==> src/rtl/fullsub_pkg.sv <==
// Shared definitions for the fullsub registered subtractor.
// Holds the default operand width and the single-bit subtract-with-borrow
// function used by the bit cell.
package fullsub_pkg;

    localparam int DEFAULT_WIDTH = 1;

    // Returns {borrow, diff} for one bit position: x - y - c.
    function automatic logic [1:0] fs_bit(input logic x, input logic y, input logic c);
        logic diff;
        logic borrow;
        diff   = x ^ y ^ c;
        borrow = (~x & y) | (~x & c) | (y & c);
        return {borrow, diff};
    endfunction

endpackage

==> src/rtl/fullsub_bit.sv <==
// Combinational one-bit full subtractor cell: d = x - y - bin, bout = borrow.
module fullsub_bit
    import fullsub_pkg::*;
(
    input  logic x,
    input  logic y,
    input  logic bin,
    output logic d,
    output logic bout
);

    logic [1:0] res;

    assign res  = fs_bit(x, y, bin);
    assign d    = res[0];
    assign bout = res[1];

endmodule

==> src/rtl/fullsub.sv <==
// Registered ripple-borrow full subtractor: d = (x - y - z) mod 2^WIDTH,
// b = final borrow. One result per cycle, one cycle of latency.
//
// Interface: in_valid qualifies x/y/z on a rising clk edge; there is no ready,
// the block accepts every valid beat. out_valid is high for exactly the cycle
// after an accepted beat; when it is low, d/b (and ov) hold the last result.
//
// Optional feature: define FULLSUB_OVERFLOW_EN to add the registered signed
// overflow output ov.
module fullsub
    import fullsub_pkg::*;
#(
    parameter int WIDTH = DEFAULT_WIDTH
) (
    input  logic             clk,
    input  logic             rst_n,
    input  logic             in_valid,
    input  logic [WIDTH-1:0] x,
    input  logic [WIDTH-1:0] y,
    input  logic             z,
    output logic [WIDTH-1:0] d,
    output logic             b,
`ifdef FULLSUB_OVERFLOW_EN
    output logic             ov,
`endif
    output logic             out_valid
);

    // Borrow chain: c[0] is the borrow-in, c[WIDTH] the borrow-out.
    logic [WIDTH:0]   c;
    logic [WIDTH-1:0] diff_w;

    assign c[0] = z;

    for (genvar i = 0; i < WIDTH; i++) begin : g_bit
        fullsub_bit u_bit (
            .x    (x[i]),
            .y    (y[i]),
            .bin  (c[i]),
            .d    (diff_w[i]),
            .bout (c[i+1])
        );
    end

`ifdef FULLSUB_OVERFLOW_EN
    // Signed overflow is the borrow into the sign bit differing from the
    // borrow out of it; for WIDTH=1 the borrow into the sign bit is z.
    logic ov_w;
    assign ov_w = c[WIDTH] ^ c[WIDTH-1];

    // Overflow flag register, captured alongside the difference.
    always_ff @(posedge clk) begin
        if (!rst_n) begin
            ov <= 1'b0;
        end else if (in_valid) begin
            ov <= ov_w;
        end
    end
`endif

    // Result register: reset clears, valid beats load, otherwise hold so that
    // undefined operands during idle cycles never reach the outputs.
    always_ff @(posedge clk) begin
        if (!rst_n) begin
            d         <= '0;
            b         <= 1'b0;
            out_valid <= 1'b0;
        end else begin
            out_valid <= in_valid;
            if (in_valid) begin
                d <= diff_w;
                b <= c[WIDTH];
            end
        end
    end

endmodule

==> config.mk <==
export PLATFORM = sky130hd
export DESIGN_NAME = fullsub
export DESIGN_NICKNAME = d
export VERILOG_FILES = /design/src/rtl/fullsub_pkg.sv /design/src/rtl/fullsub_bit.sv /design/src/rtl/fullsub.sv
export SDC_FILE = /design/constraint.sdc
export NUM_CORES = 1
export LEC_CHECK = 0
export CORE_AREA = 2 2 39 41
export DETAILED_ROUTE_END_ITERATION = 8
export DIE_AREA = 0 0 41 43
export GPL_ROUTABILITY_DRIVEN = 0
export SETUP_SLACK_MARGIN = 0.3
export SYNTH_ARGS = -nofsm -noshare
export SYNTH_HDL_FRONTEND = slang
export SYNTH_SLANG_ARGS = --single-unit
==> constraint.sdc <==
create_clock -name clk -period 3.5 [get_ports clk]
set_input_delay 1.05 -clock clk [delete_from_list [all_inputs] [get_ports clk]]
set_output_delay 1.05 -clock clk [all_outputs]
set_load 0.02 [all_outputs]
Yosys cells after proc, flatten, opt, wreduce, memory -nomap -nowiden
Cells that the tools add are included.

Bits in registers: 3. Input bits: 6. Output and inout port bits: 3. Word-level logic and storage cells: 11.

Bitwise operators: 8.

Operator list (count): 1-bit AND (3); 1-bit bitwise OR (2); 1-bit XOR (2); 1-bit NOT (1).

Longest topological paths before layout
Gate-level depths: netlist (run 1).

Word-level depth: 4. Depth in mapped cells: 4. Mapped depth without buffers: 4.

By module
A second synthesis (run 1) with hierarchy kept.

Cell total of the unflattened synthesis: 11. Area total of the unflattened synthesis: 127.6 um2.

Modules (own cells, without submodules): fullsub (times used 1, cells each 8, area an instance 100.1 um2, sequential area each 60.1 um2); fullsub_bit (times used 1, cells each 3, area an instance 27.5 um2, sequential area each 0.0 um2).

Worst setup path after synthesis (run 1)
Ideal clock, no wire load.

Kind: input port to flip-flop. From: input port y. To: register d. Setup time: 0.116 ns. Arrival: 1.701 ns. Required time: 3.384 ns. Path slack: 1.683 ns. Stages on the path: 3. Buffers on the path: 0. Path through: fa_1 -> nand2_1 -> o211a_1.

Word-level cells in the longest chain between the ends: 2.

RTL lines: start, declared (line fullsub.sv:19) `input logic [WIDTH-1:0] y,`; 1-bit XOR (2 in series) (line fullsub_pkg.sv:12) `diff = x ^ y ^ c;`; end signal, assigned (line fullsub.sv:71) `d <= diff_w;`; end, declared (line fullsub.sv:21) `output logic [WIDTH-1:0] d,`.

Every way passes these cells. A chain may end at the register's enable or synchronous reset.

Final worst setup path (run 1)
From: register b. To: output port b.

RTL lines: start, declared (line fullsub.sv:22) `output logic b,`; start signal, assigned (line fullsub.sv:72) `b <= c[WIDTH];`.

No word-level cell between the ends.

==> reports/metrics.yaml, run 1 <==
clk_path_buf_depth: 2
setup_viol: 0
fin_crit_sh: 0.634
n_fill_cell: 161
wirelength_um: 280
wl_per_cell_um: 7.37
synthArstFlopShare: 0
status: "finished clean"
top_layer: "met3"
vias_per_cell: 2.95
finalPower_mw: 0.119
synth_nets: 17
wl_met1_um: 127
grt_antenna_before_repair: 0
cts_tree: "built"
synth_area_leader_cell: "dfxtp_1"
root_buffer: "clkbuf_4"
worst-r2r-cell-count: 1
syn_avg_cell_area_um2: 12.1
grt_remaining_overflow: 0
critPathMaxStageDelay_ps: 610
worstSkewPairLatency_ps: 230
start_util: 0.0877
nets: 30
io_pins: 9
timing.rr.end: "d"
final_area_um2: 248
place_ws_ps: 1190
area_growth_pct: 104
p_per_area_nw_per_um2: 479
fin_worst_hold_slack_ps: 484
min_to: "d"
endpoint_kind: "primary output"
maxSlewViolCount: 0
synth_area_um2: 121
cts_setup_buffers: 0
rows: 14
hold_violations: 0
tightestPinTransition_ps: 214
clk_pin_slew_ps: 40
synth_top_family_by_area: "adder cells"
coreArea_um2: 1380
route.met2.wl_um: 98
min_path_type: "register to register"
seq_area_frac_synth: 0.495
die_h_um: 43
synthMostInstantiatedCell: "dfxtp_1"
wl_met3_um: 54
ctsHoldBuffers: 0
drtIter0Drc: 1
multiInputGateArea_um2: 57.6
finalNonFillerCells: 38
antenna_left: 0
ys_ff_latch: 3
peakVddDrop_mv: 0.109
startpoint: "b"
portBuffers: 8
syn_inst: 10
worstPathArrival_ps: 1170
finalSetupTns_ps: 0
synth.area.top_cells: "dfxtp_1 49%, fa_1 16%, mux2i_1 8.2%"
yosys_warnings: 0
setup_slack_ps: 1280
synth_xor_area_frac: 0
grt_pass1_wl_um: 496
drt_first_pass_iters: 2
drc_errors: 0
crit_fanout: 2
synthSimpleGateAreaFrac: 0.144
cpLargestDelayFamily: "buffers and inverters"
synth-edff-count: 0
numClockSinks: 3
postLayoutCoreUtil: 0.179
dp_cells: 34
vias: 112
grt_pass1_vias: 130
crit_chain: "clkdlybuf4s50_1"
worst-path-buf-inv: 1
grt_start_max_net_pins: 5
r2r_slack_ps: 2890
finClkSkew_ps: 0
fin_crit_ps: 2220
required_ps: 2450
seqCellArea_um2: 60.1
drive_above_1_share: 0.182
synth_fa_ha_area_frac: 0.165
dpl-instance-area_um2: 221
ys.flop_type: "dfxtp_1"
cap_viol_max_count: 0
yosysTopAreaCellShare: 0.495
htreeDepth: 1
max_freq_mhz: 451
criticalPathCategory: "register to primary output"
relSlewSlack: 0.857
worstReg2RegStart: "d"
cts_made_buffers: 3
cts_resized: 0
rsz0062_at_grt: "false"
worstHoldStart: "d"
startpoint_type: "register"
die_area_um2: 1760
synth_compound_area_frac: 0.0825
num_antenna_cells: 0
crit_slowest_cell: "clkdlybuf4s50_1"
grt_util_all_layers: 0.0503
ys_types: 8
whs_path_depth: 1
leakagePower_nw: 0.106
die_w_um: 41
synth_mux_area_frac: 0.0825
## registers in the layout, summed over array words and instances (netlist names)
name	count
d	1
b	1
out_valid	1
## worst max-delay path by stage
stage          end  slack, ps  cells past startpoint
2_1_floorplan    d       1680                      3
3_3_place_gp     d       1210                      4
3_5_place_dp     d       1190                      4
4_1_cts          b       1270                      1
5_1_grt          b       1240                      1
6_report         b       1280                      1
## report_power, final
group	leakage (nW)	internal (mW)	switching (mW)	total [mW]
Combinational	0.0663	0.0121	0.00776	0.0198
Clock	0.0150	0.0427	0.0180	0.0607
Sequential	0.0249	0.0368	0.00114	0.0380
## per-layer routing
layer,track usage,vias up
met5,0,-
met4,0.0600,0
met3,0.0471,0
met2,0.0406,9
met1,0.0613,48
li1,-,55
## final cells by class
class	count	share of cell area
repair buffers	8	0.323
flip-flops and latches	3	0.242
multi-input cells	6	0.232
clock buffers	4	0.106
well taps	16	0.0808
inverters	1	0.0152
## placed cells by master (no fill, tap or decap), drive strengths merged
cell           count
and2               1
clkbuf             4
clkdlybuf4s50      8
dfxtp              3
fa                 1
inv                1
mux2i              1
nand2              1
nor2b              1
o211a              1
## logic make-up (layout without fill, tap and decap cells)
kind of cell / after synthesis / count (layout)
and+or+nand+nor: 3 / 3
AOI/OAI and AO/OA: 1 / 1
DFF: 3 / 3
adders and majority gates: 1 / 1
muxes: 1 / 1
buffers and inverters: 1 / 13
(Power assumes the default switching activity.)
==> run 2, diff against run 1 <==
- clock period: 3.5 -> 1.85 ns (I/O delays scaled with it)
==> run 2 against run 1 <==
  * Routed wire length down 1.8%
  * Flip-flop and latch count stayed put
  * Global-route usage increased by 0.20 points
  * Sequential share of layout area grew 0.63 points
  * Critical path depth up 3
  * Die area did not move
  * Design area is 2.5% lower
  * Via count is the same
  * Sequential power rose by 89%
  * Highest routed layer unchanged
  * Combinational power up 64%
  * Power up 84%
  * Setup slack got worse by 920 ps
  * Critical endpoint is now d
==> reports/metrics.yaml, run 2 (synthesis results as in run 1) <==
clk_pin_slew_ps: 40  # about the same
cts_made_buffers: 3  # unchanged
wirelength_um: 275  # was 280 um
clk_path_buf_depth: 2  # unchanged
drive_above_1_share: 0.182  # unchanged
grt_remaining_overflow: 0  # unchanged
criticalPathCategory: "input pin to register"  # was register to primary output
area_growth_pct: 99.0  # was 104%
die_h_um: 43  # unchanged
num_antenna_cells: 0  # unchanged
swShare: 0.228  # was 0.227
hold_violations: 0  # unchanged
tightestPinTransition_ps: 209  # was 214 ps
setup_slack_ps: 358  # was 1280 ps
root_buffer: "clkbuf_4"  # unchanged
fin_crit_sh: 0.807
drtIter0Drc: 5  # was 1
antenna_left: 0  # unchanged
top_layer: "met3"  # unchanged
rows: 14  # unchanged
crit_slowest_cell: "fa_1"  # was clkdlybuf4s50_1
io_pins: 9  # unchanged
status: "finished clean"  # unchanged
max_freq_mhz: 670
htreeDepth: 1  # unchanged
finClkSkew_ps: 0  # unchanged
portBuffers: 8  # unchanged
crit_chain: "clkdlybuf4s50_1, fa_1, nand2_1, o211a_1"  # was clkdlybuf4s50_1
rsz0062_at_grt: "false"  # unchanged
maxSlewViolCount: 0  # unchanged
p_per_area_nw_per_um2: 904  # was 479 nW/um^2
coreArea_um2: 1380  # unchanged
grt_util_all_layers: 0.0522  # was 0.0503
relSlewSlack: 0.861  # was 0.857
top_regs: "b (1), d (1), out_valid (1)"  # unchanged
mostFrequentLayoutCell: "dlygate4sd2_1"  # was clkdlybuf4s50_1
die_area_um2: 1760  # unchanged
fin_crit_ps: 1490
place_ws_ps: 45.2  # was 1190 ps
setup_viol: 0  # unchanged
drc_errors: 0  # unchanged
route.met2.wl_um: 85  # was 98 um
grt_antenna_before_repair: 0  # unchanged
pwr-share-clk: 0.522  # was 0.512
endpoint_kind: "register"  # was primary output
grt_pass1_vias: 119  # was 130
finalSetupTns_ps: 0  # unchanged
start_util: 0.0877  # unchanged
min_path_type: "register to register"  # unchanged
vias_per_cell: 2.95  # unchanged
cap_viol_max_count: 0  # unchanged
critPathMaxStageDelay_ps: 490  # was 610 ps
wl_met3_um: 58  # was 54 um
seqPwrFrac: 0.329  # was 0.320
startpoint_type: "input pin"  # was register
final_cell_mix: "5 x dlygate4sd2_1, 3 x dfxtp_1, 3 x clkbuf_4, 3 x clkdlybuf4s50_1"  # was 8 x clkdlybuf4s50_1, 3 x dfxtp_1, 3 x clkbuf_4
numClockSinks: 3  # unchanged
drt_first_pass_iters: 2  # unchanged
worstPathArrival_ps: 1610  # was 1170 ps
peakVddDrop_mv: 0.172  # was 0.109 mV
leakagePower_nw: 0.119  # was 0.106 nW
wl_met1_um: 131  # was 127 um
grt_pass1_wl_um: 517  # was 496 um
required_ps: 1970  # was 2450 ps
pwr-share-comb: 0.149  # was 0.167
cell_internal_pwr_mw: 0.169  # was 0.0917 mW
grt_start_max_net_pins: 5  # unchanged
wl_per_cell_um: 7.24  # was 7.37 um
die_w_um: 41  # unchanged
crit_fanout: 1  # was 2
nets: 30  # unchanged
p_sw_mw: 0.0499  # was 0.0269 mW
cts_tree: "built"  # unchanged
worstSkewPairLatency_ps: 230  # about the same
vias: 112  # unchanged
-- run 2: changes by cell type in the layout (fill, tap and decap cells not counted) --
cell             before  now
clkdlybuf4s50_1       8    3
dlygate4sd2_1         0    5
-- run 2: critical path: cells and delay by family --
family | cells | cell delay, ps
adders and majority gates | 1 | 490
buffers and inverters | 1 | 410
AOI/OAI and AO/OA | 1 | 100
and+or+nand+nor | 1 | 50
-- run 2: metrics by stage --
step                      instances   util  hold slack (ps)  power (mW)  instance area, um^2
after floorplan                  10      -              589      0.0869                  121
after global placement           34  0.160              474       0.110                  221
after detailed placement         34  0.160              485       0.110                  221
after CTS                        38  0.175              494       0.226                  241
after global routing             38  0.175              534       0.237                  241
final                            38  0.175              489       0.218                  241
-- run 2: worst paths after layout --
path                            from  end  slack, ps  cells past startpoint
worst max-delay path               z    d        360                      4
worst min-delay path               d    d        490                      1
worst max register to register     d    d       1240                      1
worst min register to register     d    d        490                      1
-- run 2: per-layer routing --
metal  vias to the layer above  GRT usage
li1                         55          -
met1                        48     0.0579
met2                         9     0.0469
met3                         0     0.0524
met4                         0     0.0600
met5                         -          0
-- run 2: area by class of cell --
| class | instances | area, um^2 |
|---|---|---|
| Multi-Input combinational cell | 6 | 57.6 |
| Fill cell | 159 | 1140 |
| Tap cell | 16 | 20.0 |
| Sequential cell | 3 | 60.1 |
| Clock buffer | 4 | 26.3 |
| Timing Repair Buffer | 8 | 73.8 |
| Inverter | 1 | 3.75 |
-- run 2: what timing repair did --
item                                    in CTS  in global routing
setup buffers                                0                  0
resized for setup                            5                  0
endpoints found under the setup margin       4                  0
hold buffers                                 0                  0
-- run 2: power by group through the flow --
| stage | sequential (mW) | combinational, mW | clock [mW] |
|---|---|---|---|
| floorplan | 0.0783 | 0.00860 | 0 |
| global placement | 0.0729 | 0.0370 | 0 |
| detailed placement | 0.0731 | 0.0373 | 0 |
| CTS | 0.0719 | 0.0328 | 0.121 |
| global route | 0.0726 | 0.0372 | 0.127 |
| finish | 0.0718 | 0.0325 | 0.114 |
